### src/rtl/decoder3to8_strobe.sv
// Registered 3-to-8 one-hot decoder with valid/ready acceptance, a PULSE_LEN-cycle
// strobe on the selected Y bit, and a GAP_LEN-cycle all-zero gap before the next index.
module decoder3to8_strobe #(
  parameter int PULSE_LEN = 4,
  parameter int GAP_LEN   = 1
) (
  input  logic       clk,
  input  logic       rst_n,
  input  logic       en,
  input  logic       clr,
  input  logic       in_valid,
  output logic       in_ready,
  input  logic [2:0] A,
  output logic [7:0] Y,
  output logic       busy,
  output logic       done
);

  typedef enum logic [1:0] {IDLE, ACTIVE, GAP} state_e;

  localparam logic [7:0] PULSE_M1 = 8'(PULSE_LEN - 1);
  localparam logic [7:0] GAP_M1   = 8'(GAP_LEN - 1);

  state_e     state_q, state_d;
  logic [7:0] cnt_q, cnt_d;
  logic [2:0] idx_q, idx_d;
  logic [7:0] y_q, y_d;
  logic       busy_q, busy_d;
  logic       done_q, done_d;

  assign in_ready = (state_q == IDLE) & en;

  always_comb begin
    state_d = state_q;
    cnt_d   = cnt_q;
    idx_d   = idx_q;
    if (clr) begin
      state_d = IDLE;
      cnt_d   = '0;
    end else begin
      case (state_q)
        IDLE: if (in_valid && en) begin
          idx_d   = A;
          cnt_d   = PULSE_M1;
          state_d = ACTIVE;
        end
        ACTIVE: if (cnt_q == 8'd0) begin
          if (GAP_LEN > 0) begin
            state_d = GAP;
            cnt_d   = GAP_M1;
          end else begin
            state_d = IDLE;
          end
        end else begin
          cnt_d = cnt_q - 8'd1;
        end
        GAP: if (cnt_q == 8'd0) state_d = IDLE;
             else cnt_d = cnt_q - 8'd1;
        default: state_d = IDLE;
      endcase
    end
    // Outputs are derived from the next state so they line up with it when registered.
    y_d    = (state_d == ACTIVE) ? (8'h01 << idx_d) : 8'h00;
    busy_d = (state_d != IDLE);
    done_d = (state_d == ACTIVE) && (cnt_d == 8'd0);
  end

  always_ff @(posedge clk) begin
    if (!rst_n) begin
      state_q <= IDLE;
      cnt_q   <= '0;
      idx_q   <= '0;
      y_q     <= '0;
      busy_q  <= 1'b0;
      done_q  <= 1'b0;
    end else begin
      state_q <= state_d;
      cnt_q   <= cnt_d;
      idx_q   <= idx_d;
      y_q     <= y_d;
      busy_q  <= busy_d;
      done_q  <= done_d;
    end
  end

  assign Y    = y_q;
  assign busy = busy_q;
  assign done = done_q;

endmodule
### config.mk
export PLATFORM = sky130hd
export DESIGN_NAME = decoder3to8_strobe
export DESIGN_NICKNAME = d
export VERILOG_FILES = /design/src/rtl/decoder3to8_strobe.sv
export SDC_FILE = /design/constraint.sdc
export NUM_CORES = 1
export LEC_CHECK = 0
export ABC_CLOCK_PERIOD_IN_PS = 6600
export BUFFER_PORTS_ARGS = -buffer_cell sky130_fd_sc_hd__clkbuf_2
export CORE_MARGIN = 2
export CORE_UTILIZATION = 48
export DETAILED_ROUTE_END_ITERATION = 6
export GPL_TIMING_DRIVEN = 0
export MAX_ROUTING_LAYER = met4
export PLACE_DENSITY = 0.7
export SLEW_MARGIN = 10
export SYNTH_ARGS = -nofsm -noshare
export SYNTH_HDL_FRONTEND = slang
export SYNTH_SLANG_ARGS = --single-unit
### constraint.sdc
create_clock -name clk -period 6.6 [get_ports clk]
set_clock_uncertainty 0.2 [all_clocks]
set_input_delay 0.99 -clock clk [delete_from_list [all_inputs] [get_ports clk]]
set_output_delay 0.99 -clock clk [all_outputs]
set_load 0.02 [all_outputs]
==> impl_metrics.yaml <==
status:
  status: "completed"
sta:
  finalCritPeriodShare: 0.476
  tightest_slew_ns: 0.535
  final-max-slew-violation-count: 0
  slew_headroom: 0.633
  finalHoldViolations: 0
  holdWs_ns: 0.415
  final-setup-viol-count: 0
  finalCriticalPeriod_ns: 3.14
  worst_slack_ns: 3.46
  rsz0062_at_grt: "false"
  setup_tns_ns: 0
  fmaxAchievable_mhz: 318
clock_network:
  numCtsBuffers: 3
  cts_sinks: 23
  clk-insertion-delay-late_ns: 0.31
  clockBufferDepth: 2
  cts_tree: "yes"
  htreeDepth: 1
  cts-root-buf: "clkbuf_4"
  clkTransAtPathRegs_ns: 0.11
  cts_setup_buffers: 0
  ctsHoldBuffers: 0
  cts_resized: 0
pwr:
  p_leak_nw: 0.522
  power_switching_mw: 0.0607
  p_int_mw: 0.178
  p_comb_frac: 0.138
  p_per_area_nw_per_um2: 186
  swShare: 0.254
  pwr-share-seq: 0.598
  ir_worst_vdd_mv: 0.144
  power.total_mw: 0.239
  power.share.clock: 0.264
worst_setup_path:
  cp_num_buf_inv: 2
  cp.required_ns: 6.60
  path_cells: "inv_1 -> ha_1 -> nor3b_1 -> and2_2 -> inv_1 -> ha_1 -> mux4_2 -> nor2_1 -> or3_1 -> a2111oi_2"
  path_delay_family: "simple AND/OR/NAND/NOR gates"
  max_stage_delay_ns: 0.50
  r2r_cells: 10
  worstSetupPathType: "reg -> reg"
  crit_path_top_delay_cell: "nor3b_1"
  worst-path-max-fanout: 5
  arrival_ns: 3.15
  crit_cells: 10
  cp-start-kind: "flip-flop"
  endpoint_kind: "flip-flop"
placement:
  post_dp_cell_area_um2: 1260
  pre_cts_slack_ns: 3.52
  io_buffers: 17
  placed_cells: 166
  dp_hpwl_um: 1810
  gp_congestion: 0.799
logic_synthesis:
  ys_ff_latch: 23
  netlist_top_cells_area: "dfxtp_1 40%, ha_1 3.3%, inv_1 3.0%, nor2b_1 2.7%, mux2i_1 2.6%"
  synth-async-reset-ratio: 0
  synth.distinct_cells: 46
  synth_edf_count: 0
  ys.flop_type: "dfxtp_1"
  netlist_instances: 121
  ys_warn_count: 0
  synth_area_um2: 1140
  synthesis.nets: 132
  ys_seq_area_frac: 0.404
  synth_top_area_cell: "dfxtp_1"
  synth.avg_cell_area_um2: 9.42
  synth.top_cell.area_share: 0.404
run:
  drv_cap: 0
global_route:
  grt_pass1_vias: 949
  grt_pass1_wl_um: 4080
  grt_max_degree: 13
  antenna_found_initial: 0
  overflow: 0
  grt.total_usage: 0.209
route:
  dr_total_vias: 961
  drtPass1Iterations: 4
  drt_iter0_drc: 29
  drt_wl_total_um: 2350
  antenna_left: 0
  drc: 0
  avgRoutedWirePerCell_um: 13.8
  vias_per_cell: 5.65
cells_and_area:
  layout_common_cells: "23 x dfxtp_1, 17 x clkbuf_2, 9 x inv_1"
  design_area_um2: 1290
  layout_commonest_cell: "dfxtp_1"
  stdcell_count: 170
  drive_gt1_frac: 0.225
  n_fill_cell: 215
  multi_input_area_um2: 616
  seq_area_um2: 460
  final_nets: 154
  syn2layout_area_growth_pct: 12.8
  antenna_cells: 0
  utilization: 0.576
min_path:
  hp-class: "reg -> reg"
  whs_path_depth: 2
floorplan:
  initial_core_util: 0.510
  die_width_um: 52.7
  io_pins: 19
  core_area_um2: 2230
  rows: 17
  dieArea_um2: 2780
  die_height_um: 52.7
## flip-flops by register name (all words and copies together), names as in the netlist
register  count
busy          1
Y             8
idx_q         3
state_q       2
done          1
cnt_q         8
## synthesized netlist by cell type (all sizes together), types with 2 or more instances
| cell | count |
|---|---|
| nor2 | 6 |
| buf | 2 |
| nand2b | 2 |
| ha | 3 |
| xnor2 | 2 |
| and2 | 4 |
| nor3b | 4 |
| o21ai | 4 |
| mux2i | 3 |
| a21oi | 5 |
| nor4 | 2 |
| or3 | 2 |
| nor2b | 5 |
| nand3 | 4 |
| nor4b | 2 |
| clkbuf | 2 |
| xor2 | 2 |
| a211oi | 4 |
| inv | 9 |
| nor3 | 6 |
| nand2 | 7 |
| dfxtp | 23 |
## logic make-up (layout without fill, tap and decap cells)
group / count (synthesis) / count (layout) / share of synthesized area
multiplexers: 5 / 5 / 0.0560
AO/OA/AOI/OAI: 25 / 25 / 0.159
buffers and inverters: 13 / 34 / 0.0560
XOR/XNOR: 4 / 4 / 0.0307
flip-flops: 23 / 23 / 0.404
adder cells (fa/ha/maj): 3 / 3 / 0.0329
AND/OR/NAND/NOR: 48 / 48 / 0.261
## power by group through the flow
| stage | Combinational, mW | Clock [mW] | Sequential, mW |
|---|---|---|---|
| after global placement | 0.0319 | 0 | 0.146 |
| after floorplan | 0.0226 | 0 | 0.146 |
| after global routing | 0.0371 | 0.0724 | 0.143 |
| after CTS | 0.0328 | 0.0655 | 0.143 |
| final | 0.0329 | 0.0631 | 0.143 |
| after detailed placement | 0.0325 | 0 | 0.146 |
## metal layers
metal | share of wire | global-route usage | vias to the layer above
li1 | - | - | 486
met1 | 0.46 | 0.259 | 437
met2 | 0.48 | 0.331 | 33
met3 | 0.048 | 0.0371 | 5
met4 | 0.016 | 0.0940 | 0
met5 | 0 | - | -
## layout make-up
| type | instances | area share |
|---|---|---|
| well taps | 28 | 0.0272 |
| inverters | 9 | 0.0263 |
| plain buffers | 4 | 0.0233 |
| multi-input cells | 85 | 0.479 |
| flip-flops and latches | 23 | 0.358 |
| repair buffers | 17 | 0.0661 |
| clock buffers | 4 | 0.0204 |
## tightest hold or removal path: cells and delay by family (launching register included)
kind	cells	cell delay [ns]
AOI/OAI and AO/OA	2	0.22
DFF	1	0.35
## final timing paths
kind             from  endpoint  slack (ns)
min          cnt_q[6]  cnt_q[6]        0.42
min reg2reg  cnt_q[6]  cnt_q[6]        0.42
max reg2reg  cnt_q[0]      done        3.46
max          cnt_q[0]      done        3.46
Power figures use the tool's default switching activity.
